`src/rtl/qcm_code_dispatcher_if.sv`:
```
// Code-dispatcher bus: raw codes in; settled codes, enables, change strobes and pulse trains out.
// master drives code_in (look-up stage side), slave is the dispatcher itself.
interface qcm_code_dispatcher_if #(
   parameter int NCH = 2,
   parameter int W   = 7
);
   logic [NCH*W-1:0] code_in;
   logic [NCH*W-1:0] code_out;
   logic [NCH-1:0]   enable;
   logic [NCH-1:0]   code_changed;
   logic [NCH-1:0]   ser_out;
   logic [NCH-1:0]   busy;

   modport master (output code_in, input code_out, enable, code_changed, ser_out, busy);
   modport slave  (input code_in, output code_out, enable, code_changed, ser_out, busy);
endinterface

```
`src/rtl/qcm_code_dispatcher.sv`:
```
// Per-channel settle filter (latch SETTLE edges after a code first appears) feeding a framed serial encoder.
// Encoder steps once per 2^DIV_LOG2-clk tick; no backpressure, frames are sent from a shadow copy.
module qcm_code_dispatcher #(
   parameter int NCH      = 2,
   parameter int W        = 7,
   parameter int SETTLE   = 16,
   parameter int DIV_LOG2 = 4,
   parameter int GAP      = 3
) (
   input  logic                 clk,
   input  logic                 rst_n,
   qcm_code_dispatcher_if.slave bus
);
   localparam int CW   = $clog2(SETTLE);
   localparam int PMAX = (W > GAP) ? W : GAP;
   localparam int PW   = $clog2(PMAX);

   typedef enum logic [2:0] {S_IDLE, S_START, S_DELIM, S_DATA, S_PAR, S_STOP} enc_state_e;

   logic [NCH-1:0][W-1:0]  code_in_w;
   logic [NCH-1:0][W-1:0]  cand_q, cand_d, code_q, code_d;
   logic [NCH-1:0][CW-1:0] cnt_q, cnt_d;
   logic [NCH-1:0]         en_q, en_d, chg_q, chg_d;

   logic [DIV_LOG2-1:0]    div_q;
   logic                   tick;

   enc_state_e             state_q [NCH];
   enc_state_e             state_d [NCH];
   logic [PW-1:0]          phase_q [NCH];
   logic [PW-1:0]          phase_d [NCH];
   logic [W-1:0]           shadow_q [NCH];
   logic [W-1:0]           shadow_d [NCH];
   logic [NCH-1:0]         ser_q, ser_d, busy_q, busy_d;

   assign code_in_w = bus.code_in;
   assign tick      = &div_q;

   always_comb begin
      cand_d = cand_q;
      cnt_d  = cnt_q;
      code_d = code_q;
      en_d   = en_q;
      chg_d  = '0;
      for (int i = 0; i < NCH; i++) begin
         if (code_in_w[i] != cand_q[i]) begin
            cand_d[i] = code_in_w[i];
            cnt_d[i]  = '0;
            en_d[i]   = 1'b0;
         end else if (cnt_q[i] != CW'(SETTLE - 1)) begin
            cnt_d[i] = cnt_q[i] + 1'b1;
         end else begin
            // cnt saturates here; the strobe fires once because code_q catches up with cand
            code_d[i] = cand_q[i];
            en_d[i]   = 1'b1;
            chg_d[i]  = (cand_q[i] != code_q[i]);
         end
      end
   end

   always_ff @(posedge clk or negedge rst_n) begin
      if (!rst_n) begin
         cand_q <= '0;
         cnt_q  <= '0;
         code_q <= '0;
         en_q   <= '0;
         chg_q  <= '0;
      end else begin
         cand_q <= cand_d;
         cnt_q  <= cnt_d;
         code_q <= code_d;
         en_q   <= en_d;
         chg_q  <= chg_d;
      end
   end

   always_ff @(posedge clk or negedge rst_n) begin
      if (!rst_n) begin
         div_q  <= '0;
         ser_q  <= '0;
         busy_q <= '0;
         for (int i = 0; i < NCH; i++) begin
            state_q[i]  <= S_IDLE;
            phase_q[i]  <= '0;
            shadow_q[i] <= '0;
         end
      end else begin
         div_q  <= div_q + 1'b1;
         ser_q  <= ser_d;
         busy_q <= busy_d;
         for (int i = 0; i < NCH; i++) begin
            state_q[i]  <= state_d[i];
            phase_q[i]  <= phase_d[i];
            shadow_q[i] <= shadow_d[i];
         end
      end
   end

   always_comb begin
      for (int i = 0; i < NCH; i++) begin
         state_d[i]  = state_q[i];
         phase_d[i]  = phase_q[i];
         shadow_d[i] = shadow_q[i];
         if (tick) begin
            case (state_q[i])
               S_IDLE: if (en_q[i]) begin
                  state_d[i]  = S_START;
                  phase_d[i]  = '0;
                  shadow_d[i] = code_q[i];
               end
               S_START: if (phase_q[i] == PW'(1)) begin
                  state_d[i] = S_DELIM;
                  phase_d[i] = '0;
               end else begin
                  phase_d[i] = phase_q[i] + 1'b1;
               end
               S_DELIM: begin
                  state_d[i] = S_DATA;
                  phase_d[i] = '0;
               end
               S_DATA: if (phase_q[i] == PW'(W - 1)) begin
                  state_d[i] = S_PAR;
                  phase_d[i] = '0;
               end else begin
                  phase_d[i] = phase_q[i] + 1'b1;
               end
               S_PAR: begin
                  state_d[i] = S_STOP;
                  phase_d[i] = '0;
               end
               S_STOP: if (phase_q[i] == PW'(GAP - 1)) begin
                  // the IDLE decision is folded into the last gap tick so frames abut
                  phase_d[i] = '0;
                  if (en_q[i]) begin
                     state_d[i]  = S_START;
                     shadow_d[i] = code_q[i];
                  end else begin
                     state_d[i] = S_IDLE;
                  end
               end else begin
                  phase_d[i] = phase_q[i] + 1'b1;
               end
               default: begin
                  state_d[i] = S_IDLE;
                  phase_d[i] = '0;
               end
            endcase
         end
      end
   end

   always_comb begin
      logic [W-1:0] sh;
      sh     = '0;
      ser_d  = '0;
      busy_d = '0;
      for (int i = 0; i < NCH; i++) begin
         sh = shadow_d[i] << phase_d[i];
         case (state_d[i])
            S_START: ser_d[i] = 1'b1;
            S_DATA:  ser_d[i] = sh[W-1];
            S_PAR:   ser_d[i] = ^shadow_d[i];
            default: ser_d[i] = 1'b0;
         endcase
         busy_d[i] = (state_d[i] != S_IDLE);
      end
   end

   assign bus.code_out     = code_q;
   assign bus.enable       = en_q;
   assign bus.code_changed = chg_q;
   assign bus.ser_out      = ser_q;
   assign bus.busy         = busy_q;
endmodule

```
`src/flat_wrapper.sv`:
```
// flat-port wrapper written by rule: the top's interface ports become plain ports
module qcm_code_dispatcher_flat 
#(
   parameter int NCH      = 2,
   parameter int W        = 7,
   parameter int SETTLE   = 16,
   parameter int DIV_LOG2 = 4,
   parameter int GAP      = 3
)
  (clk, rst_n, bus_code_in, bus_code_out, bus_enable, bus_code_changed, bus_ser_out, bus_busy);
  qcm_code_dispatcher_if #(.NCH(NCH), .W(W)) bus_i ();
  input  logic clk;
  input  logic rst_n;
  input wire logic [$bits(bus_i.code_in)-1:0] bus_code_in;
  output wire logic [$bits(bus_i.code_out)-1:0] bus_code_out;
  output wire logic [$bits(bus_i.enable)-1:0] bus_enable;
  output wire logic [$bits(bus_i.code_changed)-1:0] bus_code_changed;
  output wire logic [$bits(bus_i.ser_out)-1:0] bus_ser_out;
  output wire logic [$bits(bus_i.busy)-1:0] bus_busy;
  assign bus_i.code_in = bus_code_in;
  assign bus_code_out = bus_i.code_out;
  assign bus_enable = bus_i.enable;
  assign bus_code_changed = bus_i.code_changed;
  assign bus_ser_out = bus_i.ser_out;
  assign bus_busy = bus_i.busy;
  qcm_code_dispatcher #(.NCH(NCH), .W(W), .SETTLE(SETTLE), .DIV_LOG2(DIV_LOG2), .GAP(GAP)) u_core (.clk(clk), .rst_n(rst_n), .bus(bus_i));
endmodule
```
`config.mk`:
```
export PLATFORM = sky130hd
export DESIGN_NAME = qcm_code_dispatcher_flat
export DESIGN_NICKNAME = d
export VERILOG_FILES = /design/src/rtl/qcm_code_dispatcher_if.sv /design/src/rtl/qcm_code_dispatcher.sv /design/src/flat_wrapper.sv
export SDC_FILE = /design/constraint.sdc
export NUM_CORES = 1
export LEC_CHECK = 0
export ABC_AREA = 1
export BUFFER_PORTS_ARGS = -buffer_cell sky130_fd_sc_hd__buf_2
export CAP_MARGIN = 20
export CELL_PAD_IN_SITES_DETAIL_PLACEMENT = 2
export CELL_PAD_IN_SITES_GLOBAL_PLACEMENT = 2
export CORE_ASPECT_RATIO = 0.75
export CORE_MARGIN = 8
export CORE_UTILIZATION = 39
export CTS_BUF_LIST = sky130_fd_sc_hd__clkbuf_4
export DETAILED_ROUTE_END_ITERATION = 16
export PLACE_DENSITY_LB_ADDON = 0.1
export SETUP_SLACK_MARGIN = 0.4
export SYNTH_ARGS = -nofsm -noshare
export SYNTH_HDL_FRONTEND = slang
export SYNTH_SLANG_ARGS = --single-unit
```
`constraint.sdc`:
```
create_clock -name clk -period 4 [get_ports clk]
set_input_delay 0.8 -clock clk [delete_from_list [all_inputs] [get_ports clk]]
set_output_delay 0.8 -clock clk [all_outputs]
set_load 0.03 [all_outputs]
```
### Word level (Yosys, flattened, before mapping)

Index checks and enable logic that the tools add are counted.

| storage, ports and cells | value |
|---|---|
| register bits | 74 |
| input bits | 16 |
| logic and storage cells | 118 |
| output and inout bits | 22 |

| cells by class | value |
|---|---|
| bitwise logic cells | 4 |
| shifts and indexed selects | 2 |
| muxes and demuxes | 48 |
| reduce and logical (&&, ||, !) cells | 11 |
| equal/unequal tests | 30 |
| add/sub/neg operators | 5 |

Operator list:

| kind | number |
|---|---|
| $mux 3 | 20 |
| $mux 7 | 6 |
| $pmux 3 s6 | 2 |
| $ne 7x7->1 | 4 |
| $pmux 7 s2 | 2 |
| $eq 3x2->1 const B | 8 |
| $eq 3x3->1 const B | 8 |
| $pmux 3 s4 | 2 |
| $eq 3x1->1 const B | 6 |
| $mux 4 | 4 |
| $reduce_xor 7->1 | 2 |
| $shl 7x3->7 | 2 |
| $add 4x1->4 const B | 3 |
| $mux 1 | 10 |
| $ne 4x4->1 const B | 2 |
| $add 3x1->3 const B | 2 |
| $logic_not 3->1 | 2 |
| $pmux 1 s3 | 2 |
| $reduce_bool 3->1 | 2 |
| $ne 2x1->1 const B | 2 |
| $not 1->1 | 4 |
| $reduce_and 2->1 | 2 |
| $reduce_and 4->1 | 1 |
| $reduce_bool 2->1 | 2 |

### Longest topological paths before layout

Gate-level depths: netlist of the first run.

| logic depth | value |
|---|---|
| word-level depth | 6 |
| mapped depth | 18 |
| depth with buffers taken out | 17 |

### Worst setup path after synthesis of the first run

OpenSTA, ideal clock, no wires.

| path | value |
|---|---|
| path type | input port to flip-flop |
| start point | input port bus_code_in[8] |
| end point | register u_core.code_q (netlist bit u_core.bus.code_out[11]) |
| required time | 3.875 ns |
| setup slack | 1.896 ns |
| arrival | 1.979 ns |
| library setup time | 0.125 ns |
| stages | 8 |
| buffers on the path | 1 |
| path through | or2_2 -> nand4_1 -> nor3_1 -> nand2_1 -> inv_1 -> nand2_1 -> buf_2 -> mux2_2 |

| between the ends | value |
|---|---|
| longest elaborated chain between the ends | 3 |

Ends and longest elaborated chain:

| item | line | source |
|---|---|---|
| start: declaration | flat_wrapper.sv:14 | `input wire logic [$bits(bus_i.code_in)-1:0] bus_code_in;` |
| $ne 7x7->1 | qcm_code_dispatcher.sv:46 | `if (code_in_w[i] != cand_q[i]) begin` |
| $not 1->1 (no line) | - |  |
| $reduce_and 2->1 (no line) | - |  |
| end signal: assignment | qcm_code_dispatcher.sv:71 | `code_q <= code_d;` |
| end: declaration | qcm_code_dispatcher.sv:21 | `logic [NCH-1:0][W-1:0] cand_q, cand_d, code_q, code_d;` |

Every way passes these cells.
A chain may end at the register's enable or synchronous reset.

### Worst setup path after layout of the first run

| path | value |
|---|---|
| start point | register u_core.div_q[0] |
| end point | register u_core.ser_q[0], in the netlist u_core.bus.ser_out[0] |

| between the ends | value |
|---|---|
| longest elaborated chain between the ends | 4 |

Ends and longest elaborated chain:

| item | line | source |
|---|---|---|
| start: declaration | qcm_code_dispatcher.sv:25 | `logic [DIV_LOG2-1:0] div_q;` |
| start signal: assignment | qcm_code_dispatcher.sv:88 | `div_q <= div_q + 1'b1;` |
| $reduce_and 4->1 (*) | qcm_code_dispatcher.sv:37 | `assign tick = &div_q;` |
| $mux 7 / $mux 3 (equally long branches) | qcm_code_dispatcher.sv:104 | `if (tick) begin` |
| $shl 7x3->7 (tied with other cells) | qcm_code_dispatcher.sv:158 | `sh = shadow_d[i] << phase_d[i];` |
| $pmux 1 s3 (*) | qcm_code_dispatcher.sv:159 | `case (state_d[i])` |
| net u_core.ser_d[0] | qcm_code_dispatcher.sv:34 | `logic [NCH-1:0] ser_q, ser_d, busy_q, busy_d;` |
| end signal: assignment | qcm_code_dispatcher.sv:89 | `ser_q <= ser_d;` |
| end: declaration | qcm_code_dispatcher.sv:34 |  |

The timed path passes the listed nets; every way through them passes the cells marked *.

==> results.sh, run 1 <==
export IMPL_run_status="complete, no violations"
export IMPL_setup_buffers_after_cts=0
export IMPL_num_vias=4197
export IMPL_setup_violations_final=0
export IMPL_diodes=0
export IMPL_timing_critical_path_arrival_ns=3.12
export IMPL_initial_utilization_pct=39.8
export IMPL_detail_route_iter0_violations=144
export IMPL_cts_reportedPaths_clkPinSlew_ns=0.14
export IMPL_worst_skew_pair_late_latency_ns=0.45
export IMPL_worst_ir_drop_vdd_mv=0.204
export IMPL_drt_vias_per_instance=5.12
export IMPL_grt_setup_unrepaired="false"
export IMPL_synth_top_family_by_area="simple AND/OR/NAND/NOR gates"
export IMPL_synth_area_per_cell_um2=7.33
export IMPL_period_minus_slack_ns=2.77
export IMPL_synth_fa_ha_area_share_pct=0.815
export IMPL_drt_first_pass_iters=4
export IMPL_cts_htree_levels=3
export IMPL_maximum_clock_insertion_buffer_count=2
export IMPL_floorplan_rows=34
export IMPL_synthCells=628
export IMPL_remaining_drc_errors=0
export IMPL_grt_first_pass_wirelength_um=23900
export IMPL_routed_wire_length_per_instance_um=17.4
export IMPL_hold_violation_count_in_the_final_report=0
export IMPL_final_period_utilization_pct=69.3
export IMPL_hp_class="input port to register"
export IMPL_relSlewSlack_pct=34.9
export IMPL_max_cap_violations=0
export IMPL_critPathLaunchType="register"
export IMPL_ys_seq_elements=74
export IMPL_fp_dieArea_mm2=0.0156
export IMPL_hold_crit_start="bus_code_in[5]"
export IMPL_tritoncts_num_buffers=9
export IMPL_power_density_cell_area_mw_per_mm2=268
export IMPL_initial_antenna_violation_count=0
export IMPL_grt_overflow_total=0
export IMPL_yosysUniqueCellTypes=46
export IMPL_post_cts_resized_instances=0
export IMPL_cts_tree="built"
export IMPL_tns_ns=0
export IMPL_achievable_frequency_ghz=0.361
export IMPL_critPathRequiredTime_ns=4.35
export IMPL_synth_compound_area_share_pct=8.80
export IMPL_n_fill_cell=1386
export IMPL_quantity_of_hold_fixing_buffers_added_after_cts=0
export IMPL_synth_async_sr_flop_share_pct=100
export IMPL_critical_path_peak_fanout=36
export IMPL_timing_critical_path_to_type="register"
export IMPL_synth_sequential_area_ratio_pct=40.2
export IMPL_place_hpwl_um=11200
export IMPL_synth_warning_count=0
export IMPL_post_synth_instance_area_mm2=0.00461
export IMPL_fp_coreArea_mm2=0.0116
export IMPL_die_w_um=141
export IMPL_p_leak_nw=2.65
export IMPL_final_antenna_net_count=0
export IMPL_track_usage_pct=19.4
export IMPL_tightest_slew_ns=0.977
export IMPL_postLayoutCoreUtil_pct=43.5
export IMPL_grt_pass1_vias=4631
export IMPL_clockRootBuffer="clkbuf_4"
export IMPL_critical_path_reg2reg_startpoint="u_core.div_q[0]"
export IMPL_gpl_final_weighted_congestion=0.829
export IMPL_detail_route_wirelength_um=14300
export IMPL_synthesized_area_fraction_occupied_by_xor_and_xnor_cells_pct=5.51
export IMPL_nets=672
export IMPL_critPathKind="register to register"
export IMPL_numPortBuffers=37
export IMPL_multiplexer_share_of_the_synthesized_area_pct=1.71
export IMPL_total_nets_after_synthesis=647
export IMPL_clock_skew_ns=0.0161
export IMPL_grt_start_max_net_pins=75
export IMPL_die_h_um=110
export IMPL_timing_critical_path_from="u_core.div_q[0]"
export IMPL_synth_simple_area_share_pct=34.1
export IMPL_synth_enable_flop_cells=0
export IMPL_slew_violations=0
export IMPL_cts_num_sinks=74
export IMPL_layout_cell_share_with_drive_strength_beyond_1_pct=19.8
export IMPL_area_growth_synth_to_final_pct=9.40
export IMPL_synthFlopType="dfrtp_1"
export IMPL_io_pins=38
## worst max-delay path: stages, from the launching register on
cell,delay (ns)
dfrtp_1,0.41
ha_1,0.20
nand3_1,0.34
inv_2,0.67
nand2_4,0.16
inv_4,0.13
nor2_4,0.04
a21oi_1,0.16
nand2_1,0.09
nand2_1,0.09
inv_1,0.05
nand2_2,0.05
nand2_1,0.05
nand2_1,0.05
nand2_1,0.05
nand2_1,0.05
nand3_1,0.06
## final cells by class
class	instances	area, um^2	share of cell area (%)
multi-input cells	453	2350	46.6
repair buffers	37	188	3.72
inverters	78	299	5.93
clock inverters	6	75.1	1.49
flip-flops and latches	74	1850	36.8
well taps	162	203	4.02
clock buffers	10	75.1	1.49
## Yosys cell counts, types with 2 or more instances
master / n / area (um^2)
a21boi_1: 2 / 15.0
o21ai_1: 14 / 70.1
a21oi_2: 5 / 43.8
nor2_1: 33 / 124
buf_4: 2 / 15.0
o21ai_2: 3 / 26.3
nand3_2: 4 / 40.0
dfrtp_1: 74 / 1850
or2_2: 3 / 18.8
o211ai_1: 3 / 22.5
ha_1: 3 / 37.5
buf_2: 5 / 25.0
nand3_1: 57 / 285
mux2_2: 6 / 67.6
a21oi_1: 16 / 80.1
xor2_1: 22 / 193
o21ai_0: 12 / 60.1
inv_4: 2 / 12.5
inv_1: 52 / 195
nor2_2: 6 / 37.5
nor2_4: 2 / 22.5
nor4_1: 2 / 12.5
nand2_2: 13 / 81.3
clkbuf_1: 15 / 56.3
o21a_1: 2 / 15.0
nand2_1: 204 / 766
xnor2_1: 7 / 61.3
nor3_1: 9 / 45.0
or2_1: 3 / 18.8
nand4_1: 4 / 25.0
nand2_4: 5 / 56.3
inv_2: 23 / 86.3
nand3b_1: 2 / 15.0
## logic make-up after synthesis
logic type / Yosys count
buffers and inverters: 101
AOI/OAI and AO/OA: 65
adders and majority gates: 3
xor gates and xnor gates: 29
DFF: 74
and+or+nand+nor: 349
muxes: 7
## stage by stage
step                cells  hold slack (ns)  total power [mW]  instance area, um^2  setup WS (ns)
floorplan             628            0.421             0.819                 4610           1.90
global placement      804            0.433             0.847                 4890           1.44
detailed placement    804            0.465             0.854                 4890           1.23
CTS                   820            0.426              1.38                 5040           1.21
global route          820            0.420              1.40                 5040          0.906
finish                820            0.462              1.35                 5040           1.23
## routing by layer
metal | part of all wire, % | global-route usage [%] | up-vias
met5 | 0 | 0 | -
met4 | 0.85 | 4.20 | 0
met3 | 2.9 | 3.57 | 13
met2 | 45 | 30.8 | 51
met1 | 51 | 27.3 | 2103
li1 | - | - | 2030
## registers in the layout (all words and copies together) (netlist names), 4 cells and up
| register | count |
|---|---|
| u_core.div_q | 4 |
| u_core.bus.code_out | 14 |
| u_core.cnt_q | 8 |
| u_core.phase_q | 6 |
| u_core.cand_q | 14 |
| u_core.shadow_q | 14 |
| u_core.state_q | 6 |
## placed cells by master, fill, tap and decap left out, drive strengths merged, types with 9 or more instances in the layout
cell    instances
a21oi          21
buf            37
clkbuf         10
dfrtp          74
inv            79
nand2         222
nand3          62
nor2           41
nor3            9
o21ai          29
xor2           22
## report_power, final
group          switching, mW  internal, mW  total [mW]
logic                 0.0372        0.0227      0.0599
registers             0.0165         0.762       0.779
clock network          0.306         0.206       0.512
## worst paths after layout
kind                                    endpoint  slack [ns]  cells after the start
setup / recovery           u_core.bus.ser_out[0]        1.23                     16
hold / removal                  u_core.cand_q[5]        0.46                      1
setup reg to reg           u_core.bus.ser_out[0]        1.23                     16
hold reg to reg                  u_core.div_q[0]        0.48                      1
max in group asynchronous        u_core.cnt_q[3]        2.87                      1
min in group asynchronous    u_core.shadow_q[11]        0.47                      1
Note: power is estimated with default switching activity, not from simulation.
==> inputs of run 2 (changes only) <==
Settings changed: CORE_UTILIZATION 39 to 36.
Clock period 4 ns to 2.6 ns, I/O delays scaled along.
==> results.sh, run 2 (synthesis gave the netlist of run 1 again) <==
export IMPL_run_status="complete, no violations"
export IMPL_slew_violations=0
export IMPL_drt_vias_per_instance=5.04
export IMPL_fp_dieArea_mm2=0.0167
export IMPL_cts_htree_levels=3
export IMPL_layout_cell_area_non_filler_mm2=0.00522
export IMPL_die_h_um=114
export IMPL_worst_ir_drop_vdd_mv=0.248
export IMPL_gpl_final_weighted_congestion=0.809
export IMPL_floorplan_rows=35
export IMPL_numPortBuffers=37
export IMPL_initial_utilization_pct=37.2
export IMPL_most_common_layout_cells="nand2_1 (204), dfrtp_1 (68), nand3_1 (56), inv_1 (50), buf_2 (36)"
export IMPL_most_common_library_cell_in_the_layout_ignoring_fill_and_taps="nand2_1"
export IMPL_grt_overflow_total=0
export IMPL_fp_coreArea_mm2=0.0124
export IMPL_grt_start_max_net_pins=75
export IMPL_setup_violations_final=0
export IMPL_grt_first_pass_wirelength_um=23600
export IMPL_placement_setup_worst_slack_ns=0.403
export IMPL_worst_skew_pair_late_latency_ns=0.47
export IMPL_cts_tree="built"
export IMPL_detail_route_iter0_violations=160
export IMPL_grt_setup_unrepaired="false"
export IMPL_power_density_cell_area_mw_per_mm2=397
export IMPL_cts_num_sinks=74
export IMPL_critPathLaunchType="register"
export IMPL_timing_final_ws_setup_ns=0.563
export IMPL_post_dp_cell_area_mm2=0.00492
export IMPL_critPathKind="register to register"
export IMPL_tns_ns=0
export IMPL_quantity_of_hold_fixing_buffers_added_after_cts=0
export IMPL_clock_skew_ns=0.0226
export IMPL_place_hpwl_um=10900
export IMPL_final_period_utilization_pct=78.3
export IMPL_num_vias=4196
export IMPL_n_fill_cell=1479
export IMPL_nets=680
export IMPL_hold_violation_count_in_the_final_report=0
export IMPL_drt_first_pass_iters=4
export IMPL_initial_antenna_violation_count=0
export IMPL_area_growth_synth_to_final_pct=13.3
export IMPL_timing_critical_path_arrival_ns=2.38
export IMPL_track_usage_pct=17.6
export IMPL_tritoncts_num_buffers=9
export IMPL_routed_wire_length_per_instance_um=17.4
export IMPL_relSlewSlack_pct=33.5
export IMPL_period_minus_slack_ns=2.04
export IMPL_final_antenna_net_count=0
export IMPL_critical_path_peak_fanout=7
export IMPL_remaining_drc_errors=0
export IMPL_achievable_frequency_ghz=0.491
export IMPL_hp_class="input port to register"
export IMPL_io_pins=38
export IMPL_grt_pass1_vias=4584
export IMPL_tightest_slew_ns=0.997
export IMPL_cts_reportedPaths_clkPinSlew_ns=0.15
export IMPL_layout_cell_share_with_drive_strength_beyond_1_pct=22.4
export IMPL_maximum_clock_insertion_buffer_count=2
export IMPL_clockRootBuffer="clkbuf_4"
export IMPL_diodes=0
export IMPL_die_w_um=147
export IMPL_detail_route_wirelength_um=14500
export IMPL_timing_critical_path_to_type="register"
export IMPL_p_leak_nw=2.69
export IMPL_max_cap_violations=0
export IMPL_critPathRequiredTime_ns=2.94
## run 2: cell types whose count changed in the layout (fill, tap and decap cells not counted), moves of 2 or more
cell / before / now
inv_4: 2 / 5
inv_2: 23 / 20
dfrtp_1: 74 / 68
dfrtp_2: 0 / 6
inv_1: 52 / 50
nand3_4: 1 / 4
buf_4: 1 / 7
nor2_4: 2 / 5
nand3_2: 4 / 2
nor2_2: 6 / 3
## run 2: stage by stage
stage / hold slack, ns / power, mW / instances / util [%]
after floorplan: 0.224 / 1.26 / 628 / -
after global placement: 0.435 / 1.30 / 810 / 39.7
after detailed placement: 0.457 / 1.31 / 810 / 39.7
after CTS: 0.131 / 2.11 / 826 / 40.9
after global routing: 0.129 / 2.16 / 832 / 42.1
final: 0.167 / 2.07 / 832 / 42.1
## run 2: power breakdown
part	internal, mW	switching, mW	leakage [nW]
clock network	0.300	0.487	0.0746
registers	1.17	0.0244	0.982
logic	0.0346	0.0557	1.64
total	1.51	0.567	2.69
## run 2: worst paths after layout
kind	startpoint	to	slack, ns	depth (start not counted)
worst max register to register	u_core.phase_q[0]	u_core.bus.ser_out[1]	0.56	16
worst min-delay path	bus_code_in[7]	u_core.cand_q[7]	0.17	1
worst max-delay path	u_core.phase_q[0]	u_core.bus.ser_out[1]	0.56	16
max in group asynchronous	rst_n	u_core.phase_q[3]	1.68	1
min in group asynchronous	rst_n	u_core.bus.code_out[2]	0.19	1
worst min register to register	u_core.cnt_q[0]	u_core.cnt_q[0]	0.53	1
## run 2: layer usage
metal  part of all wire, %  vias up  track usage [%]
met5                     0        -                0
met4                  0.90        0             4.79
met3                   3.2       12             4.03
met2                    46       55             28.4
met1                    50     2083             23.2
li1                      -     2046                -
## run 2: timing repair
| action | in CTS | in global routing |
|---|---|---|
| buffers inserted | 0 | 5 |
| endpoints found under the setup margin | 0 | 2 |
| resized for setup | 0 | 25 |
## run 2: critical path, stage by stage, from the launching register on
cell     delay (ns)
dfrtp_2        0.46
inv_4          0.11
nand2_1        0.11
nor2_4         0.25
nand2_1        0.09
nand3_1        0.09
nand2_1        0.07
nand2_1        0.08
nand2_2        0.08
inv_2          0.07
nand2_1        0.05
nand2_1        0.09
inv_2          0.03
nand2_1        0.07
nand3_1        0.08
nand3_1        0.11
nand3_1        0.10
## run 2: final cells by class
cell class / instances / area [um^2] / share of cell area [%]
multi-input combinational: 453 / 2410 / 46.3
timing repair buffer: 45 / 278 / 5.32
tap: 166 / 208 / 3.98
clock inverter: 7 / 76.3 / 1.46
inverter: 78 / 315 / 6.04
clock buffer: 9 / 67.6 / 1.29
sequential: 74 / 1860 / 35.6
